[config.mk]
export PLATFORM = sky130hd
export DESIGN_NAME = fetch_pc_ctrl
export DESIGN_NICKNAME = d
export VERILOG_FILES = /design/src/rtl/fetch_pc_ctrl.sv
export SDC_FILE = /design/constraint.sdc
export NUM_CORES = 1
export LEC_CHECK = 0
export BUFFER_PORTS_ARGS = -buffer_cell sky130_fd_sc_hd__buf_2
export CORE_UTILIZATION = 46
export DETAILED_ROUTE_END_ITERATION = 10
export GPL_ROUTABILITY_DRIVEN = 0
export GPL_TIMING_DRIVEN = 0
export PLACE_DENSITY_LB_ADDON = 0.05
export REMOVE_ABC_BUFFERS = 1
export SYNTH_ARGS = -nofsm -noshare
export SYNTH_HDL_FRONTEND = slang
export SYNTH_SLANG_ARGS = --single-unit
[constraint.sdc]
create_clock -name clk -period 2.05 [get_ports clk]
set_input_delay 0 -clock clk [delete_from_list [all_inputs] [get_ports clk]]
set_output_delay 0 -clock clk [all_outputs]
set_load 0.02 [all_outputs]
[src/rtl/fetch_pc_ctrl.sv]
// Fetch sequencer: owns the fetch PC, advances it on downstream acceptance, and runs mispredict redirect/flush/epoch.
// Optional FETCH_PERF_CNT_EN adds saturating fetch/redirect counters; otherwise the counter ports read 0.
module fetch_pc_ctrl #(
  parameter logic [31:0] RESET_PC     = 32'h0000_0000,
  parameter int unsigned FLUSH_CYCLES = 1
) (
  input  logic        clk,
  input  logic        reset,
  input  logic        redirect_valid,
  input  logic [31:0] redirect_pc,
  input  logic        halt_req,
  input  logic        fetch_ready,
  output logic [31:0] pc_out,
  output logic        pc_valid,
  output logic        flush_out,
  output logic        epoch_out,
  input  logic        resp_valid,
  input  logic        resp_epoch,
  output logic        resp_keep,
  output logic [31:0] fetch_cnt,
  output logic [31:0] redirect_cnt
);

  typedef enum logic [1:0] {BOOT, RUN, FLUSH, HALT} state_t;

  localparam logic [2:0] FLUSH_LOAD = 3'(FLUSH_CYCLES);

  state_t      state_q, state_d;
  logic [31:0] pc_q, pc_d;
  logic        pc_valid_q, pc_valid_d;
  logic        flush_q, flush_d;
  logic        epoch_q, epoch_d;
  logic [2:0]  fcnt_q, fcnt_d;
  logic        advance;

  // Target is word aligned; the low bits of the redirect address are dropped.
  logic unused_pc_bits;
  assign unused_pc_bits = &{1'b0, redirect_pc[1:0]};

  always_comb begin
    state_d = state_q;
    pc_d    = pc_q;
    flush_d = 1'b0;
    epoch_d = epoch_q;
    fcnt_d  = fcnt_q;
    advance = 1'b0;
    if (redirect_valid) begin
      state_d = FLUSH;
      pc_d    = {redirect_pc[31:2], 2'b00};
      flush_d = 1'b1;
      epoch_d = ~epoch_q;
      fcnt_d  = FLUSH_LOAD;
    end else begin
      case (state_q)
        BOOT:  state_d = halt_req ? HALT : RUN;
        RUN: begin
          if (halt_req) begin
            state_d = HALT;
          end else if (pc_valid_q && fetch_ready) begin
            advance = 1'b1;
            pc_d    = pc_q + 32'd4;
          end
        end
        FLUSH: begin
          fcnt_d = fcnt_q - 3'd1;
          if (fcnt_q <= 3'd1) begin
            fcnt_d  = 3'd0;
            state_d = halt_req ? HALT : RUN;
          end
        end
        HALT:    if (!halt_req) state_d = RUN;
        default: state_d = BOOT;
      endcase
    end
    pc_valid_d = (state_d == RUN);
  end

  always_ff @(posedge clk) begin
    if (!reset) begin
      state_q    <= BOOT;
      pc_q       <= RESET_PC;
      pc_valid_q <= 1'b0;
      flush_q    <= 1'b0;
      epoch_q    <= 1'b0;
      fcnt_q     <= 3'd0;
    end else begin
      state_q    <= state_d;
      pc_q       <= pc_d;
      pc_valid_q <= pc_valid_d;
      flush_q    <= flush_d;
      epoch_q    <= epoch_d;
      fcnt_q     <= fcnt_d;
    end
  end

  assign pc_out    = pc_q;
  assign pc_valid  = pc_valid_q;
  assign flush_out = flush_q;
  assign epoch_out = epoch_q;
  // Stale-path responses and anything in flight during the flush pulse are dropped.
  assign resp_keep = resp_valid && (resp_epoch == epoch_q) && !flush_q;

`ifdef FETCH_PERF_CNT_EN
  logic [31:0] fetch_cnt_q, fetch_cnt_d;
  logic [31:0] redirect_cnt_q, redirect_cnt_d;

  always_comb begin
    fetch_cnt_d    = fetch_cnt_q;
    redirect_cnt_d = redirect_cnt_q;
    if (advance && (fetch_cnt_q != 32'hFFFF_FFFF)) fetch_cnt_d = fetch_cnt_q + 32'd1;
    if (redirect_valid && (redirect_cnt_q != 32'hFFFF_FFFF)) redirect_cnt_d = redirect_cnt_q + 32'd1;
  end

  always_ff @(posedge clk) begin
    if (!reset) begin
      fetch_cnt_q    <= 32'd0;
      redirect_cnt_q <= 32'd0;
    end else begin
      fetch_cnt_q    <= fetch_cnt_d;
      redirect_cnt_q <= redirect_cnt_d;
    end
  end

  assign fetch_cnt    = fetch_cnt_q;
  assign redirect_cnt = redirect_cnt_q;
`else
  logic unused_advance;
  assign unused_advance = advance;
  assign fetch_cnt      = 32'd0;
  assign redirect_cnt   = 32'd0;
`endif

endmodule
Word-level counts from Yosys, hierarchy flattened
Index checks and enable logic that the tools add are counted.
{"block": "word_totals", "ff_bits": 40, "in_bits": 39, "output_inout_bits": 100, "elab_cells": 45}
{"block": "op_classes", "addsub": 2, "n_reduce_logical": 11, "bitwise_logic": 3, "n_eq_ne": 6, "order_cmp": 1, "n_mux": 14}
{"cell": "$mux W32", "n": 4}
{"cell": "$add A32 B3 Y32 const B", "n": 1}
{"cell": "$mux W2", "n": 5}
{"cell": "$pmux W2 S4", "n": 1}
{"cell": "$reduce_and A3 Y1", "n": 2}
{"cell": "$reduce_bool A2 Y1", "n": 3}
{"cell": "$eq A2 B1 Y1 const B", "n": 2}
{"cell": "$eq A2 B2 Y1 const B", "n": 2}
{"cell": "$le A3 B1 Y1 const B", "n": 1}
{"cell": "$logic_and A1 B1 Y1", "n": 3}
{"cell": "$mux W1", "n": 3}
{"cell": "$mux W3", "n": 1}
{"cell": "$not A1 Y1", "n": 3}
{"cell": "$sub A3 B1 Y3 const B", "n": 1}
{"cell": "$logic_not A2 Y1", "n": 1}
{"cell": "$ne A2 B2 Y1 const B", "n": 1}
{"cell": "$reduce_or A2 Y1", "n": 1}
{"cell": "$eq A1 B1 Y1", "n": 1}
{"cell": "$logic_not A1 Y1", "n": 1}

Logic depth before layout (Yosys ltp)
{"block": "depth", "depth_word": 5, "ltp_mapped": 7, "ltp_nobuf": 6}

Least setup slack after synthesis
Ideal clock, no wire load.
{"block": "synth_timing", "path_kind": "reg-to-reg", "startpoint": "register pc_q[2], in the netlist pc_out[2]", "endpoint": "register pc_q[24], in the netlist pc_out[24]", "required_time_ps": 1932, "setup_slack_ps": 126, "setup_time_ps": 118, "path_buffers": 1, "arrival_time_ps": 1807, "synth_period_minus_slack_ps": 1924, "path_stages_with_launch": 7, "path_cell_list": "dfxtp_1 -> ha_1 -> and3_1 -> buf_2 -> nand2_1 -> or4_1 -> o2111a_1"}
{"block": "synth_between", "elab_chain_cells": 5}
{"element": "start, declared", "line_no": "29", "text": "logic [31:0] pc_q, pc_d;"}
{"element": "start signal, assigned", "line_no": "88", "text": "pc_q <= pc_d;"}
{"element": "$add A32 B3 Y32", "line_no": "61", "text": "pc_d = pc_q + 32'd4;"}
{"element": "$mux W32", "line_no": "59", "text": "end else if (pc_valid_q && fetch_ready) begin"}
{"element": "$mux W32", "line_no": "57", "text": "if (halt_req) begin"}
{"element": "$mux W32", "line_no": "54", "text": "case (state_q)"}
{"element": "$mux W32", "line_no": "47", "text": "if (redirect_valid) begin"}
Every way passes these cells. The select of a mux whose other input is x is not followed.
A chain may end at the register's enable or synchronous reset.

Final worst setup path
{"block": "layout_timing", "startpoint": "register pc_q[3], in the netlist pc_out[3]", "endpoint": "register pc_q[24], in the netlist pc_out[24]"}
The elaborated chain is that of the path after synthesis.

==> results.md <==
* MaxCap Viol Count at 0
* Count of pins over their slew limit at 0
* Fin. Hold Viols at 0
* Seq/Total Area, Yosys at 28.17%
* Final Cycle Share at 94.78%
* Pwr Density at about 580 nW/um2
* Root Buffer Master: clkbuf_8
* Iteration-0 DRC Markers at 134
* Hold Slack at 0.004356 ns
* Layout cells sized above 1 at 21.93%
* Post-route minimum period at about 1.9 ns
* First-pass GRT wire length at 10.29 mm
* Post-Syn Instances at roughly 340
* CTS tree: built
* Worst-Skew Late Latency at 0.29 ns
* Initial antenna violation count at 0
* Setup crit end kind: register
* CP required at 2.23 ns
* P_leak at about 1.4 nW
* CTS Buf Count at 5
* Port Buf Inserts at 70
* Crit-path max cell delay at ~0.52 ns
* Ys flop type: dfxtp_1
* Rows at 27
* Total GRT Usage at a little over a fifth
* Post-synth EDFFs at 0
* Seq cells post-synth at 38
* Die W at 78.62 um
* GR Overflow Total at 0
* Peak VDD IR at around 270 uV
* Setup Viol. Count Final at 0
* Fmax at 514.7 MHz
* Non-filler cells, final at 487
* Placed insts at approximately 460
* ANT cells at 0
* Clk sinks at 38
* Hold WC Path Type: input port to register
* Crit-path slowest cell: or4_1
* Maximum root-to-sink buffer count at 2
* DRC viols at 0
* Area Growth Syn to Fin at 16.22%
* Register area at 763.2 um2
* Run status: complete, no violations
* Num ports at 139
* Drt pass-1 iters at 4
* H-tree depth at 2
* CTS clk-pin slew, worst paths at 0.08 ns
* Synth warn at 0
* Mapped cell area at 2700 um2
* Antenna Violating Nets Remaining at 0
* Worst path bufs/invs at 0
* Setup Skew at 0.008592 ns
* Number of global-route vias before repair at 2,239
* Top post-synthesis cells by area: dfxtp_1, buf_4, nand2_1, o21ai_0, and3_1
* Total wire length at 6.444 mm
* Critical path arrival at approximately 2.1 ns
* Number of vias per cell at 5.259
* Cell Chain, Critical Path: ha_1, and3_2, nand2_4, or4_1, o2111a_1
* Post-layout util at around 56%
* Top-area cell type share of the netlist area at 28.17%
* Setup CP Type: register to register
* Setup crit start kind: register
* Final nets at 456
* Worst Tran Pin Value at between 1 and 1.5 ns
* Die footprint at 6180 um2
* Core area at roughly 5600 um2
* Yosys cell types at 53
* Die Ht at 78.62 um
* Synth area leader: dfxtp_1
* Fillers at 561
* Multi-input logic area at 1620 um2
* Final TNS setup at 0 ns
* Asr flop ratio synth at 0%
* DR WL/cell at 13.23 um
* DPL Wire Length at approximately 4.3 mm
* Largest net degree at the start of global routing at 40
* Max_slew headroom at 27.30%
* Initial Util at about half
* Syn Area/Cell at ~8.0 um2
* Delay-heaviest family, CP: simple AND/OR/NAND/NOR gates
* RSZ-0062 raised after global routing: no
* Critical-path maximum fanout at 14
* Vias at between 2,000 and 3,000
==> cells by family after synthesis <==
logic type	count (synthesis)	share of synthesized area [%]
compound gates	72	19.28
xor+xnor	8	2.595
fa+ha+maj	3	1.390
buf+inv	92	22.38
flops	38	28.17
other cells	1	0.1389
simple gates	124	26.04
==> Yosys cell counts (all sizes together) (6+ instances only) <==
library cell	n
buf	72
dfxtp	38
nand2	26
o21ai	18
nor2	17
nand3	15
clkbuf	14
and3	12
a31oi	10
or4	10
nand4	8
xor2	7
nand2b	6
o311ai	6
==> routing by layer <==
| metal | global-route usage [%] | part of all wire [%] | vias up |
|---|---|---|---|
| met5 | 0 | 0 | - |
| met4 | 6.481 | 1.2 | 0 |
| met3 | 3.488 | 7.1 | 9 |
| met2 | 34.61 | 47 | 127 |
| met1 | 27.39 | 45 | 1166 |
| li1 | - | - | 1259 |
==> path summary, 6_finish.rpt <==
path,slack [ns],from,to,depth (start not counted)
min reg2reg,0.53,fcnt_q[1],fcnt_q[1],2
max reg2reg,0.11,pc_out[3],pc_out[24],5
min,0.004,redirect_pc[21],pc_out[21],3
max,0.11,pc_out[3],pc_out[24],5
==> through the flow <==
stage / total power [W] / worst slack (ns) / cell area, um2
detailed placement: 0.001256 / -0.1953 / 2803
finish: 0.001809 / 0.1071 / 3138
floorplan: 0.001128 / -0.004255 / 2362
global placement: 0.001252 / -0.2248 / 2803
global route: 0.001900 / 0.0005791 / 3138
CTS: 0.001826 / 0.009937 / 3095
==> power breakdown <==
group          internal, W  switching, W  total, W
registers         0.000789     0.0000646  0.000854
clock network     0.000271      0.000265  0.000536
logic             0.000142      0.000277  0.000419
total              0.00120      0.000606   0.00181
==> flip-flops by register name, summed over array words and instances, names as in the netlist <==
register and count:
epoch_out 1, pc_out 30, pc_valid 1, state_q 2, fcnt_q 3, flush_out 1
==> tightest hold or removal path, stage by stage <==
cell	delay, ns
buf_2	0.07
o21ai_0	0.06
a31oi_1	0.13
==> cells in the final DEF, fill, tap and decap left out, types with 4 or more instances in the layout <==
master         count
and3_1            11
nand2_1           24
a211oi_1           5
dlygate4sd3_1     18
nand3_1           14
nand4_1            7
conb_1            66
or4_1             10
nand2b_1           6
buf_2             70
a31oi_1           10
o311ai_0           6
a21oi_1            5
clkbuf_8           6
xor2_1             7
nor2b_1            5
dfxtp_1           36
o21ai_0           18
nor2_1            17
and4_1             4
inv_1              5
o31ai_1            5
or3_1              4
==> cell type report <==
class / instances / share of cell area (%)
Multi-Input combinational cell: 274 / 51.63
Sequential cell: 38 / 24.32
Timing Repair Buffer: 89 / 17.54
Tap cell: 72 / 2.871
Clock buffer: 7 / 2.751
Inverter: 6 / 0.7177
Clock inverter: 1 / 0.1595
==> what timing repair did <==
item	in CTS	in global routing
buffers inserted	0	1
hold endpoints to repair	19	0
hold buffers	18	0
gates resized for setup	4	5
gates cloned	1	0
endpoints found under the setup margin	13	5
pin swaps	1	1
Note: power is estimated with default switching activity, not from simulation.
